### config.mk
export PLATFORM = sky130hd
export DESIGN_NAME = pc_flag_unit
export DESIGN_NICKNAME = d
export VERILOG_FILES = /design/src/rtl/pc_flag_unit_pkg.sv /design/src/rtl/claAddSub.sv /design/src/rtl/pc_flag_unit_cond.sv /design/src/rtl/pc_flag_unit.sv
export SDC_FILE = /design/constraint.sdc
export NUM_CORES = 1
export LEC_CHECK = 0
export CORE_UTILIZATION = 45
export DETAILED_ROUTE_END_ITERATION = 10
export PLACE_DENSITY = 0.77
export RECOVER_POWER = 25
export SLEW_MARGIN = 20
export SYNTH_ARGS = -nofsm -noshare
export SYNTH_HDL_FRONTEND = slang
export SYNTH_SLANG_ARGS = --single-unit
### constraint.sdc
create_clock -name clk -period 3.98 [get_ports clk]
set_input_delay 0.597 -clock clk [delete_from_list [all_inputs] [get_ports clk]]
set_output_delay 0.597 -clock clk [all_outputs]
set_load 0.05 [all_outputs]
### src/rtl/pc_flag_unit_pkg.sv
// Shared constants for the PC / flag unit: condition codes, flag bit indices
// and the RUN/HALTED state encoding.
package pc_flag_unit_pkg;

   localparam logic [2:0] CCC_NE     = 3'b000;
   localparam logic [2:0] CCC_EQ     = 3'b001;
   localparam logic [2:0] CCC_GT     = 3'b010;
   localparam logic [2:0] CCC_LT     = 3'b011;
   localparam logic [2:0] CCC_GE     = 3'b100;
   localparam logic [2:0] CCC_LE     = 3'b101;
   localparam logic [2:0] CCC_OV     = 3'b110;
   localparam logic [2:0] CCC_UNCOND = 3'b111;

   localparam int FLAG_N = 0;
   localparam int FLAG_V = 1;
   localparam int FLAG_Z = 2;

   typedef enum logic {
      RUN    = 1'b0,
      HALTED = 1'b1
   } state_t;

endpackage

### src/rtl/claAddSub.sv
// Carry-lookahead adder/subtractor built from 4-bit lookahead groups;
// W must be a multiple of 4.
module claAddSub #(
   parameter int W = 16
) (
   input  logic [W-1:0] i_a,
   input  logic [W-1:0] i_b,
   input  logic         i_is_sub,
   output logic [W-1:0] o_sum
);

   logic [W-1:0] w_b;
   logic [W-1:0] w_g;
   logic [W-1:0] w_p;

   assign w_b = i_b ^ {W{i_is_sub}};
   assign w_g = i_a & w_b;
   assign w_p = i_a ^ w_b;

   // Carry enters each group from the previous group's lookahead G/P terms.
   always_comb begin
      logic       c;
      logic [3:0] gc;
      logic [3:0] g4;
      logic [3:0] p4;
      o_sum = '0;
      c     = i_is_sub;
      gc    = '0;
      g4    = '0;
      p4    = '0;
      for (int grp = 0; grp < W / 4; grp++) begin
         g4    = w_g[grp*4 +: 4];
         p4    = w_p[grp*4 +: 4];
         gc[0] = c;
         gc[1] = g4[0] | (p4[0] & c);
         gc[2] = g4[1] | (p4[1] & g4[0]) | (p4[1] & p4[0] & c);
         gc[3] = g4[2] | (p4[2] & g4[1]) | (p4[2] & p4[1] & g4[0])
               | (p4[2] & p4[1] & p4[0] & c);
         o_sum[grp*4 +: 4] = p4 ^ gc;
         c = g4[3] | (p4[3] & g4[2]) | (p4[3] & p4[2] & g4[1])
           | (p4[3] & p4[2] & p4[1] & g4[0]) | ((&p4) & c);
      end
   end

endmodule

### src/rtl/pc_flag_unit_cond.sv
// Branch condition evaluator: maps a condition code and the registered
// N/V/Z flags onto a single taken-if-branch bit.
module branch_cond_eval
   import pc_flag_unit_pkg::*;
(
   input  logic [2:0] i_ccc,
   input  logic [2:0] i_flag,
   output logic       o_cond
);

   logic w_n;
   logic w_v;
   logic w_z;

   assign w_n = i_flag[FLAG_N];
   assign w_v = i_flag[FLAG_V];
   assign w_z = i_flag[FLAG_Z];

   always_comb begin
      o_cond = 1'b0;
      case (i_ccc)
         CCC_NE:     o_cond = !w_z;
         CCC_EQ:     o_cond = w_z;
         CCC_GT:     o_cond = !w_z && !w_n;
         CCC_LT:     o_cond = w_n;
         CCC_GE:     o_cond = w_z || !w_n;
         CCC_LE:     o_cond = w_z || w_n;
         CCC_OV:     o_cond = w_v;
         CCC_UNCOND: o_cond = 1'b1;
         default:    o_cond = 1'b0;
      endcase
   end

endmodule

### src/rtl/pc_flag_unit.sv
// Program counter, architectural N/V/Z flag register and RUN/HALTED control.
// Branches resolve against registered flags; the redirect lands on pc next cycle.
module pc_flag_unit
   import pc_flag_unit_pkg::*;
#(
   parameter int              PC_W     = 16,
   parameter logic [PC_W-1:0] RESET_PC = '0
) (
   input  logic            clk,
   input  logic            rst,
   input  logic [2:0]      alu_flag,
   input  logic            flag_we,
   input  logic            stall,
   input  logic            is_b,
   input  logic            is_br,
   input  logic [2:0]      ccc,
   input  logic [8:0]      imm9,
   input  logic [PC_W-1:0] br_target,
   input  logic            halt,
   output logic [2:0]      flag_q,
   output logic [PC_W-1:0] pc,
   output logic [PC_W-1:0] pc_plus2,
   output logic            taken,
   output logic            halted
);

   state_t          r_state;
   state_t          w_state_nxt;
   logic [PC_W-1:0] r_pc;
   logic [2:0]      r_flag;
   logic            w_run;
   logic            w_cond;
   logic [PC_W-1:0] w_pc_plus2;
   logic [PC_W-1:0] w_b_off;
   logic [PC_W-1:0] w_b_target;
   logic [PC_W-1:0] w_pc_nxt;

   branch_cond_eval u_cond (
      .i_ccc  (ccc),
      .i_flag (r_flag),
      .o_cond (w_cond)
   );

   claAddSub #(.W(PC_W)) u_pc_inc (
      .i_a      (r_pc),
      .i_b      (PC_W'(2)),
      .i_is_sub (1'b0),
      .o_sum    (w_pc_plus2)
   );

   // Word offset: sign-extended imm9 shifted left one bit.
   assign w_b_off = {{(PC_W-10){imm9[8]}}, imm9, 1'b0};

   claAddSub #(.W(PC_W)) u_br_add (
      .i_a      (w_pc_plus2),
      .i_b      (w_b_off),
      .i_is_sub (1'b0),
      .o_sum    (w_b_target)
   );

   // State register
   always_ff @(posedge clk) begin
      if (rst) r_state <= RUN;
      else     r_state <= w_state_nxt;
   end

   // Next-state logic
   always_comb begin
      w_state_nxt = r_state;
      if (r_state == RUN && halt && !stall) w_state_nxt = HALTED;
   end

   // State-derived outputs
   always_comb begin
      w_run  = (r_state == RUN);
      halted = (r_state == HALTED);
   end

   assign taken = (is_b || is_br) && w_cond && w_run && !halt;

   always_comb begin
      w_pc_nxt = w_pc_plus2;
      if (taken) begin
         if (is_br) w_pc_nxt = {br_target[PC_W-1:1], 1'b0};
         else       w_pc_nxt = w_b_target;
      end
   end

   // A HLT cycle keeps pc on the HLT address.
   always_ff @(posedge clk) begin
      if (rst)                         r_pc <= RESET_PC;
      else if (w_run && !stall && !halt) r_pc <= w_pc_nxt;
   end

   always_ff @(posedge clk) begin
      if (rst)                            r_flag <= 3'b000;
      else if (w_run && !stall && flag_we) r_flag <= alu_flag;
   end

   assign flag_q   = r_flag;
   assign pc       = r_pc;
   assign pc_plus2 = w_pc_plus2;

endmodule

==> metrics <==
Period minus WS final=3.614 ns; R2R Path Start=pc[1]; Async SR Flop Fraction=0; post-DP HPWL=4116 µm; routed via count=2098; Worst R2R Setup Slack=0.37 ns; nets=387; vias in the first global route=2033; syn avg cell area=7.887 µm²; maximum clock path buffer count=2; FF-to-FF path depth=16; Starting Density=0.4710; H-tree depth=1; Post-CTS Setup Inserts=0; die area=0.004831 mm²; Routability Congestion=0.7742; flops & latches, synth=19; CTS Hold Bufs=0; largest net degree at the start of global routing=35; first-pass GRT wire length=9197 µm; Clk network pwr share=0.232; DR WL/cell=13.89 µm; Worst Hold Class=register to register; DRT antenna net count=0; Max Fclk=276.7 MHz; period utilization=0.9081; clk_lat worst skew=0.26 ns; post-synth cell types=54; # setup viols final=0; EDFF count, synth=0; worst r2r dst=pc[13]; chip height=69.51 µm; Seq/Total Area, Yosys=0.1855; Congestion Overflow GR=0; max-slew violation count=0; Yosys warning total=0; Comb pwr share=0.415; switching share of power=0.3647; Non-Filler Instances=378; CP Capture Type=register; Root Driver=clkbuf_8; maximum vdd drop=134.2 µV; P_int=372.1 µW; DR pass1 iterations=4; vias per std cell=5.550; Fin. Hold Viols=0; port bufs=71; DRC=0; GRT Overall Usage=0.2277; # diodes=0; hold depth=2; relative slew slack=0.4857; crit path max fanout=6; # IOs=75; Setup WS pre-CTS=0.3051 ns; CP Class=register to register; Iter 0 DRT Violations=76; hold wc startpoint=pc[2]; Register Area=382.9 µm²; number of filler cells placed in the layout=385; Final TNS setup=0 ns; Worst Hold Endpoint=pc[2]; Post-Synthesis Cell Area=0.002051 mm²; Slew @ Worst Pin=0.7690 ns; post-route setup slack=0.3659 ns; status=finished clean; antenna violations before repair=0; Area Growth Syn to Fin=41.49%; WL final=5249 µm; Startpoint Class=register; placed cells=374; Worst Path Required=4.10 ns; Post-Syn Instances=260; clock buffer count from CTS=3; Die Wd=69.51 µm; main flop type after synthesis=dfxtp_1; Worst EP arrival=3.73 ns; Cell Pwr Density=201.8 mW/mm²; Setup Skew=0.001685 ns; layout cells sized above 1=0.08896; CTS tree=yes; Multi-input gate area=0.001578 mm²; number of max-cap violations=0; share of power burned in registers=0.354; Reg clk slew, reported paths=0.07 ns; RSZ-0062 raised after global routing=false; Switch Pwr=213.6 µW; core area=0.004354 mm²; row cnt=24; Leak Pwr=1.179 nW; Sink Count=19
## placed cells by master (no fill, tap or decap), types with 4 or more instances in the layout
cell type	instances
and3_1	5
nor3_1	7
o21a_1	4
fa_1	4
nand2_1	24
buf_4	6
clkdlybuf4s50_1	59
mux2i_1	4
a21oi_1	24
ha_1	18
o21ai_0	12
dfxtp_1	17
or3_1	4
inv_1	14
o211ai_1	9
nor3b_1	5
xor2_1	6
dlygate4sd3_1	11
nor2_1	18
a211oi_1	5
nand2b_1	4
a2bb2oi_1	4
## synth_stat cells (5+ instances only)
cell type | count | area share
o211ai_1 | 9 | 0.033
ha_1 | 18 | 0.11
nor2_1 | 18 | 0.033
a211oi_1 | 5 | 0.018
dfxtp_1 | 19 | 0.19
nor3_1 | 7 | 0.017
a21oi_1 | 24 | 0.059
inv_1 | 14 | 0.026
o21ai_0 | 13 | 0.032
nor3b_1 | 5 | 0.018
and3_1 | 5 | 0.015
xnor2_1 | 5 | 0.021
xor2_1 | 9 | 0.038
clkbuf_1 | 9 | 0.016
nand2_1 | 24 | 0.044
## per-stage QoR
step | utilization | instance area [µm²] | total power, mW | hold WS (ns)
floorplan | - | 2128 | 0.3738 | 0.6709
global placement | 0.6557 | 2855 | 0.4527 | 0.4780
detailed placement | 0.6557 | 2855 | 0.4562 | 0.4892
CTS | 0.6664 | 2902 | 0.5920 | 0.5029
global route | 0.6664 | 2902 | 0.6206 | 0.5402
finish | 0.6664 | 2902 | 0.5857 | 0.5017
## worst max-delay path, stage by stage (launching register included)
cell and delay [ns]:
dfxtp_1 0.43, and3_1 0.20, buf_4 0.14, ha_1 0.27
xor2_4 0.10, ha_1 0.33, nand4b_1 0.24, a21boi_0 0.32
a21oi_1 0.15, o21bai_1 0.14, a21oi_1 0.10, fa_1 0.41
xor2_1 0.13, o21ai_0 0.09, a21oi_1 0.16, a2bb2oi_1 0.19
nor2_1 0.05
## how the worst max path moves through the flow
stage	slack (ns)	to	cells after the start	startpoint
2_1_floorplan	0.01	pc[13]	16	pc[1]
3_3_place_gp	0.35	pc[13]	16	pc[5]
3_5_place_dp	0.31	pc[13]	16	pc[5]
4_1_cts	0.29	pc[13]	16	pc[5]
5_1_grt	0.06	pc[13]	16	pc[1]
6_report	0.37	pc[13]	16	pc[1]
## layer usage
metal / part of all wire / track usage / wire (µm)
met5: 0 / 0 / 0
met4: 0.0088 / 0.06122 / 46
met3: 0.039 / 0.02035 / 207
met2: 0.49 / 0.4002 / 2556
met1: 0.46 / 0.2975 / 2438
## flip-flops by register name, summed over array words and instances (netlist names)
name    count
flag_q      3
halted      1
pc         15
## what timing repair did
item,CTS,global route
resized for setup,0,1
endpoints found under the setup margin,0,1
hold endpoints to repair,0,0
## logic make-up after synthesis
| logic type | count (synthesis) | synth area share |
|---|---|---|
| compound gates | 80 | 0.2697 |
| xor+xnor | 14 | 0.05979 |
| fa+ha+maj | 22 | 0.1489 |
| buf+inv | 31 | 0.08175 |
| flops | 19 | 0.1855 |
| mux | 7 | 0.03600 |
| other cells | 1 | 0.001829 |
| simple gates | 86 | 0.2166 |
## final cells by class
| type | count | share of cell area |
|---|---|---|
| Clock buffer | 3 | 0.01423 |
| Timing Repair Buffer | 77 | 0.2639 |
| Multi-Input combinational cell | 211 | 0.5438 |
| Tap cell | 52 | 0.02242 |
| Inverter | 15 | 0.02199 |
| Clock inverter | 1 | 0.001725 |
| Sequential cell | 19 | 0.1320 |
## power by group through the flow
stage                     registers (mW)  logic [mW]  clock network [mW]
after global routing               0.209       0.265               0.147
after CTS                          0.207       0.246               0.139
after floorplan                    0.234       0.139                   0
final                              0.207       0.243               0.136
after global placement             0.211       0.241                   0
after detailed placement           0.212       0.245                   0
No activity file was read; power rests on OpenSTA's default activity.
